--- src/rtl/ad_nios_pulse_counter.sv ---
// Loadable up/down pulse counter on the Nios Avalon bus.
// Counts rising edges of count_in and raises a sticky terminal-count interrupt.
module ad_nios_pulse_counter #(
    parameter int unsigned WIDTH = 16
) (
    input  logic             clk,
    input  logic             sclr,
    input  logic             chipselect,
    input  logic [1:0]       address,
    input  logic             read,
    input  logic             write,
    input  logic [WIDTH-1:0] writedata,
    output logic [WIDTH-1:0] readdata,
    input  logic             count_in,
    output logic             irq
);

    localparam logic [1:0] ADDR_COUNT   = 2'd0;
    localparam logic [1:0] ADDR_CONTROL = 2'd1;
    localparam logic [1:0] ADDR_STATUS  = 2'd2;
    localparam logic [1:0] ADDR_RELOAD  = 2'd3;

    logic [WIDTH-1:0] r_count;
    logic [WIDTH-1:0] r_reload;
    logic [WIDTH-1:0] r_readdata;
    logic             r_run;
    logic             r_dir;
    logic             r_ie;
    logic             r_tc;
    logic             r_prev;

    logic             w_wr;
    logic             w_rd;
    logic             w_event;
    logic             w_load;
    logic             w_step;
    logic             w_tc_set;
    logic             w_tc_clr;
    logic [2:0]       w_ctrl_wdata;
    logic [WIDTH-1:0] w_count_next;
    logic [WIDTH-1:0] w_rd_mux;

    assign w_wr         = chipselect & write;
    assign w_rd         = chipselect & read;
    assign w_event      = count_in & ~r_prev & r_run;
    assign w_load       = w_wr && (address == ADDR_COUNT);
    // A COUNT write swallows any event arriving in the same cycle
    assign w_step       = w_event & ~w_load;
    assign w_tc_set     = w_step & (r_dir ? (r_count == '1) : (r_count == '0));
    assign w_tc_clr     = w_wr && (address == ADDR_STATUS) && writedata[0];
    assign w_ctrl_wdata = 3'(writedata);

    assign readdata = r_readdata;
    assign irq      = r_tc & r_ie;

    // Next count: up wraps naturally, down reloads from the old RELOAD at zero
    always_comb begin
        w_count_next = r_count;
        if (w_load) begin
            w_count_next = writedata;
        end else if (w_step) begin
            if (r_dir) begin
                w_count_next = r_count + WIDTH'(1);
            end else if (r_count == '0) begin
                w_count_next = r_reload;
            end else begin
                w_count_next = r_count - WIDTH'(1);
            end
        end
    end

    always_comb begin
        w_rd_mux = '0;
        case (address)
            ADDR_COUNT:   w_rd_mux = r_count;
            ADDR_CONTROL: w_rd_mux = WIDTH'({r_ie, r_dir, r_run});
            ADDR_STATUS:  w_rd_mux = WIDTH'(r_tc);
            ADDR_RELOAD:  w_rd_mux = r_reload;
            default:      w_rd_mux = '0;
        endcase
    end

    always_ff @(posedge clk) begin
        if (sclr) begin
            r_count    <= '0;
            r_reload   <= '0;
            r_readdata <= '0;
            r_run      <= 1'b0;
            r_dir      <= 1'b0;
            r_ie       <= 1'b0;
            r_tc       <= 1'b0;
            r_prev     <= 1'b0;
        end else begin
            r_prev  <= count_in;
            r_count <= w_count_next;
            if (w_rd) begin
                r_readdata <= w_rd_mux;
            end
            if (w_wr && (address == ADDR_CONTROL)) begin
                r_run <= w_ctrl_wdata[0];
                r_dir <= w_ctrl_wdata[1];
                r_ie  <= w_ctrl_wdata[2];
            end
            if (w_wr && (address == ADDR_RELOAD)) begin
                r_reload <= writedata;
            end
            // Set beats clear when both land on the same edge
            if (w_tc_set) begin
                r_tc <= 1'b1;
            end else if (w_tc_clr) begin
                r_tc <= 1'b0;
            end
        end
    end

endmodule

--- config.mk ---
export PLATFORM = sky130hd
export DESIGN_NAME = ad_nios_pulse_counter
export DESIGN_NICKNAME = d
export VERILOG_FILES = /design/src/rtl/ad_nios_pulse_counter.sv
export SDC_FILE = /design/constraint.sdc
export NUM_CORES = 1
export LEC_CHECK = 0
export CAP_MARGIN = 40
export CORE_MARGIN = 8
export CORE_UTILIZATION = 52
export DETAILED_ROUTE_END_ITERATION = 8
export MAX_ROUTING_LAYER = met4
export PLACE_DENSITY = 0.76
export SLEW_MARGIN = 15
export SYNTH_ARGS = -nofsm -noshare
export SYNTH_HDL_FRONTEND = slang
export SYNTH_SLANG_ARGS = --single-unit
--- constraint.sdc ---
create_clock -name clk -period 3.6 [get_ports clk]
set_input_delay 0.72 -clock clk [delete_from_list [all_inputs] [get_ports clk]]
set_output_delay 0.72 -clock clk [all_outputs]
set_load 0.03 [all_outputs]
==> results of run 1 <==
registers in the layout (all words and copies together) (netlist names):
register / cells
r_count: 16
r_reload: 16
readdata: 16
r_dir: 1
r_ie: 1
r_prev: 1
r_run: 1
r_tc: 1
cells in the mapped netlist, drive strengths merged, types with 2 or more instances:
master / instances
a211o: 2
a211oi: 21
a21boi: 2
a21o: 3
a21oi: 31
a221oi: 3
a22oi: 19
a31oi: 3
and2: 4
and3: 3
buf: 9
clkbuf: 31
dfxtp: 53
ha: 3
inv: 6
mux2i: 7
nand2: 49
nand3: 13
nand4: 4
nor2: 49
nor3: 13
nor4: 3
nor4b: 2
o21ai: 14
o221ai: 2
o22ai: 7
o31ai: 4
o32ai: 3
or2: 2
or3: 4
or4: 4
xnor2: 11
xor2: 5
per-stage QoR:
| step | std cells | setup WS [ns] | hold slack, ns | total power, uW | instance area, um2 |
|---|---|---|---|---|---|
| after floorplan | 406 | 1.44 | 0.444 | 894 | 3130 |
| after global placement | 488 | 0.970 | 0.457 | 989 | 3510 |
| after detailed placement | 490 | 0.916 | 0.470 | 995 | 3530 |
| after CTS | 497 | 1.01 | 0.483 | 1340 | 3620 |
| after global routing | 497 | 0.783 | 0.509 | 1400 | 3620 |
| final | 497 | 1.02 | 0.484 | 1340 | 3620 |
area by class of cell:
cell class              instances  area [um2]  area share
multi-input cells             307        1880       0.520
flip-flops and latches         53        1060       0.293
repair buffers                 49         468       0.129
well taps                      75        93.8      0.0259
clock buffers                   6        82.6      0.0228
inverters                       6        22.5     0.00623
clock inverters                 1        7.51     0.00208
critical path: cells and delay by family, from the launching register on:
kind,cells,cell delay (ns)
DFF,1,0.52
adders and majority gates,1,0.21
buffers and inverters,1,0.11
and+or+nand+nor,5,1.38
AOI/OAI and AO/OA,1,0.27
routing by layer:
metal  vias to the layer above  routed length [um]
met5                         -                   0
met4                         0                 174
met3                        23                 550
met2                       134                4410
met1                      1455                4130
li1                       1503                   -
worst max path at each step:
stage,slack [ns],start,cells past startpoint,endpoint
floorplan,1.44,address[1],8,r_reload[10]
global placement,0.97,address[0],8,r_count[14]
detailed placement,0.92,address[0],8,r_count[14]
CTS,1.01,r_count[0],8,r_count[4]
global route,0.78,r_count[0],8,r_count[4]
finish,1.02,r_count[0],8,r_count[4]
power by group:
group	switching, uW	leakage [uW]	internal [uW]	total (uW)
Combinational	193	0.000804	151	344
Sequential	34.5	0.000431	608	643
Clock	200	0.0000433	153	352
Total	427	0.00128	912	1340
kinds of logic after synthesis:
logic type      after synthesis  share of synthesized area
compound gates              123                      0.266
xor+xnor                     16                     0.0447
fa+ha+maj                     3                     0.0120
buf+inv                      46                     0.0611
flops                        53                      0.339
mux                           9                     0.0343
simple gates                156                      0.243
==> results.md, run 1 <==
* Initial core utilization at 0.533
* Clk_lat worst skew at 0.31 ns
* Most frequent cells in the layout: 53 x dfxtp_1, 49 x nand2_1, 48 x nor2_1, 39 x clkdlybuf4s50_1, 31 x a21oi_1
* Worst setup path category: flip-flop to flip-flop
* #FFs+latches synth at 53
* Setup TNS Final at 0 ns
* Hold Path Origin: r_reload[13]
* Met2 usage at 0.353
* Max_cap viols at 0
* Die width at 93.6 um
* I/O Pins at 41
* Max Fanout on Critical Path at 17
* Top post-synthesis cells by area: dfxtp_1 34%, nand2_1 5.9%, nor2_1 5.7%, a21oi_1 5.0%, a211oi_1 4.8%
* Status: finished clean
* Commonest non-fill, non-tap cell in the layout: dfxtp_1
* Maximum VDD drop at 186 uV
* Cell area after synthesis at 0.00313 mm2
* Post-synthesis sequential area ratio at 0.339
* CP max stage cell: dfxtp_1
* Total CTS buffers at 5
* Share of Yosys cell area claimed by the top area cell type at 0.339
* Hold path cells at 2
* Crit. End Element: flip-flop
* Netlist cell types at 61
* Detailed-route wire length at 9260 um
* Max Fclk at 0.388 GHz
* RePlAce Congestion at 0.958
* Fill cells at 572
* Worst reg-to-reg setup slack at 1.02 ns
* Die ar. at 0.00877 mm2
* Slew headroom at 0.465
* Drt initial violations at 297
* Crit start category: flip-flop
* Post-synth ARST share at 0
* Req. time, crit path at 3.83 ns
* Vias at 3115
* Worst r2r src: r_count[0]
* CP cell instances: inv_1 -> ha_1 -> nor4b_4 -> nand3_2 -> or2_1 -> nor2_1 -> or4_1 -> a311oi_1
* RSZ-0062 raised after global routing: no
* Grt ovf at 0
* I/O Buffers at 40
* Cell accounting for the most synthesized area: dfxtp_1
* Final setup viols at 0
* Max-slew violations at 0
* Nets at 449
* Critical path arrival at 2.81 ns
* GR Layer Usage met1 at 0.276
* # Post-CTS Setup Buffers at 0
* Final Hold Viols at 0
* HP Class: flip-flop to flip-flop
* First-pass GRT wire length at 15100 um
* Post-synth EDFFs at 0
* DRC viols at 0
* Layout Utilization at 0.615
* Synthesized instance count at 406
* Initial antenna violation count at 0
* Core area at 0.00589 mm2
* Tmin final at 2.58 ns
* Layout cells sized above 1 at 0.0616
* CTS Hold Bufs at 0
* Wire per inst at 18.6 um
* R2R cell count at 8
* Gr usage total at 0.220
* Sink Count at 53
* Final worst path period share at 0.716
* Dominant synthesized flop cell: dfxtp_1
* Crit-path max cell delay at 0.52 ns
* Worst R2R End: r_count[4]
* Max clock buf depth at 2
* Slew at the pin closest to its max-slew limit at 0.803 ns
* Number of diodes at 0
* Row count at 28
* Global routing's busiest layer: met2
* DRT Pass-1 Iters at 5
* Net count after synthesis at 433
* Via density at 6.27
* Antenna-violating nets left at 0
* Root Buffer: clkbuf_8
* Leakage at 0.00128 uW
* Clock Skews at 0.0112 ns
* Chip Height at 93.6 um
* Yosys Warn Count at 0
* Clock slew at the register clock pins of the worst setup and hold paths at 0.10 ns
* M3 GR Usage at 0.0385
* Largest net degree at the start of global routing at 41
* Pwr dens at 370 mW/mm2
* Area Overhead vs Synth at 15.4%
* CTS H-tree depth at 2
* Worst hold endpoint: r_reload[13]
* CTS tree: built
* Mapped Avg Cell Area at 7.72 um2
* DPL Wire Length at 6630 um
* CTS resizes at 0
* Vias in the first global route at 2975
(Power assumes the default switching activity.)
==> run 2, diff against run 1 <==
- clock period: 3.6 -> 2.5 ns (I/O delays scaled with it)
==> results.md, run 2 (synthesized netlist as in run 1, its figures left out) <==
* R2R cell count at 8
* # Post-CTS Setup Buffers at 0
* Max Fclk at 0.449 GHz
* Die ar. at 0.00877 mm2
* Setup TNS Final at 0 ns
* CTS tree: built
* Worst R2R End: r_count[12]
* Multi-input logic area at 0.00188 mm2
* Wire per inst at 19.1 um
* Max clock buf depth at 2
* P_int at 1340 uW
* Grt ovf at 0
* First-pass GRT wire length at 15800 um
* DRC viols at 0
* Row count at 28
* I/O Buffers at 40
* Sequential share of power at 0.461
* Req. time, crit path at 2.74 ns
* Max Fanout on Critical Path at 8
* I/O Pins at 41
* Global routing's busiest layer: met2
* M3 GR Usage at 0.0417
* Leakage at 0.00137 uW
* GR Layer Usage met1 at 0.284
* Crit start category: flip-flop
* Via density at 6.26
* Die width at 93.6 um
* Status: finished clean
* RSZ-0062 raised after global routing: no
* Core area at 0.00589 mm2
* Tmin final at 2.23 ns
* Final setup viols at 0
* CP cell instances: inv_1 -> ha_1 -> or4b_1 -> a21oi_1 -> a31oi_1 -> o31ai_1 -> o21ai_1 -> a211oi_1
* Max-slew violations at 0
* Initial antenna violation count at 0
* Maximum VDD drop at 398 uV
* Hold path cells at 2
* Slew headroom at 0.623
* Root Buffer: clkbuf_8
* Chip Height at 93.6 um
* Worst hold endpoint: r_reload[2]
* Placed cell count at 508
* Switching pwr at 635 uW
* RePlAce Congestion at 1.01
* CTS H-tree depth at 2
* Met2 usage at 0.370
* Setup WS post-layout at 0.275 ns
* Area Overhead vs Synth at 20.0%
* Register area at 0.00106 mm2
* Most frequent cells in the layout: 53 x dfxtp_1, 49 x nand2_1, 48 x nor2_1, 39 x clkdlybuf4s50_1, 31 x a21oi_1
* Gr usage total at 0.232
* Worst reg-to-reg setup slack at 0.27 ns
* Hold Path Origin: r_reload[2]
* DPL Wire Length at 7250 um
* Post-place setup slack at 0.192 ns
* Final Non-Filler Cells at 515
* Number of diodes at 0
* Worst r2r src: r_count[1]
* Antenna-violating nets left at 0
* Gate power share at 0.283
* Initial core utilization at 0.533
* Nets at 467
* Clock Power Share at 0.256
* HP Class: flip-flop to flip-flop
* Crit-path max cell delay at 0.60 ns
* Vias at 3223
* CTS resizes at 0
* Final Hold Viols at 0
* Sink Count at 53
* Crit. End Element: flip-flop
* Switching part of the total at 0.321
* Clock slew at the register clock pins of the worst setup and hold paths at 0.10 ns
* Commonest non-fill, non-tap cell in the layout: dfxtp_1
* CTS Hold Bufs at 0
* DRT Pass-1 Iters at 5
* Clock Skews at 0.00574 ns
* Max_cap viols at 0
* Drt initial violations at 307
* Largest net degree at the start of global routing at 32
* Slew at the pin closest to its max-slew limit at 0.564 ns
* Layout cells sized above 1 at 0.100
* Detailed-route wire length at 9820 um
* Critical path arrival at 2.46 ns
* Final worst path period share at 0.890
* Worst setup path category: flip-flop to flip-flop
* Worst path bufs/invs at 1
* Clk_lat worst skew at 0.31 ns
* Vias in the first global route at 3022
* Delay-heaviest family, CP: compound AO/OA/AOI/OAI gates
* Total CTS buffers at 5
* CP max stage cell: or4b_1
* Fill cells at 521
* Pwr dens at 526 mW/mm2
-- run 2: power by group through the flow --
| stage | combinational (uW) | sequential (uW) | clock (uW) |
|---|---|---|---|
| floorplan | 345 | 942 | 0 |
| global placement | 546 | 930 | 0 |
| detailed placement | 549 | 932 | 0 |
| CTS | 552 | 912 | 520 |
| global route | 606 | 918 | 544 |
| finish | 559 | 913 | 507 |
-- run 2: how the worst max path moves through the flow --
stage	from	end	slack (ns)	cells past startpoint
final	r_count[1]	r_count[12]	0.27	8
after global routing	r_count[1]	r_count[4]	0.08	8
after CTS	r_count[1]	r_count[4]	0.31	8
after detailed placement	count_in	r_count[9]	0.19	5
after global placement	count_in	r_count[10]	0.29	5
after floorplan	r_count[0]	r_count[4]	0.46	9
-- run 2: area by class of cell --
cell class	count	area share
clock buffers	6	0.0220
clock inverters	1	0.00200
inverters	6	0.00599
multi-input cells	307	0.500
flip-flops and latches	53	0.282
well taps	75	0.0250
repair buffers	67	0.162
-- run 2: worst min-delay path, cell delays in order, from the launching register on --
cell and delay [ns]:
dfxtp_1 0.33, nand2_1 0.06, a21oi_1 0.05
-- run 2: per-stage QoR --
stage | total power, uW | instance area [um2] | hold slack [ns] | utilization
after floorplan | 1290 | 3130 | 0.444 | -
after global placement | 1480 | 3670 | 0.463 | 0.624
after detailed placement | 1480 | 3670 | 0.466 | 0.624
after CTS | 1980 | 3760 | 0.480 | 0.639
after global routing | 2070 | 3760 | 0.500 | 0.639
final | 1980 | 3760 | 0.480 | 0.639
-- run 2: per-layer routing --
| layer | part of all wire | wire, um |
|---|---|---|
| met1 | 0.43 | 4180 |
| met2 | 0.48 | 4710 |
| met3 | 0.065 | 637 |
| met4 | 0.030 | 291 |
| met5 | 0 | 0 |
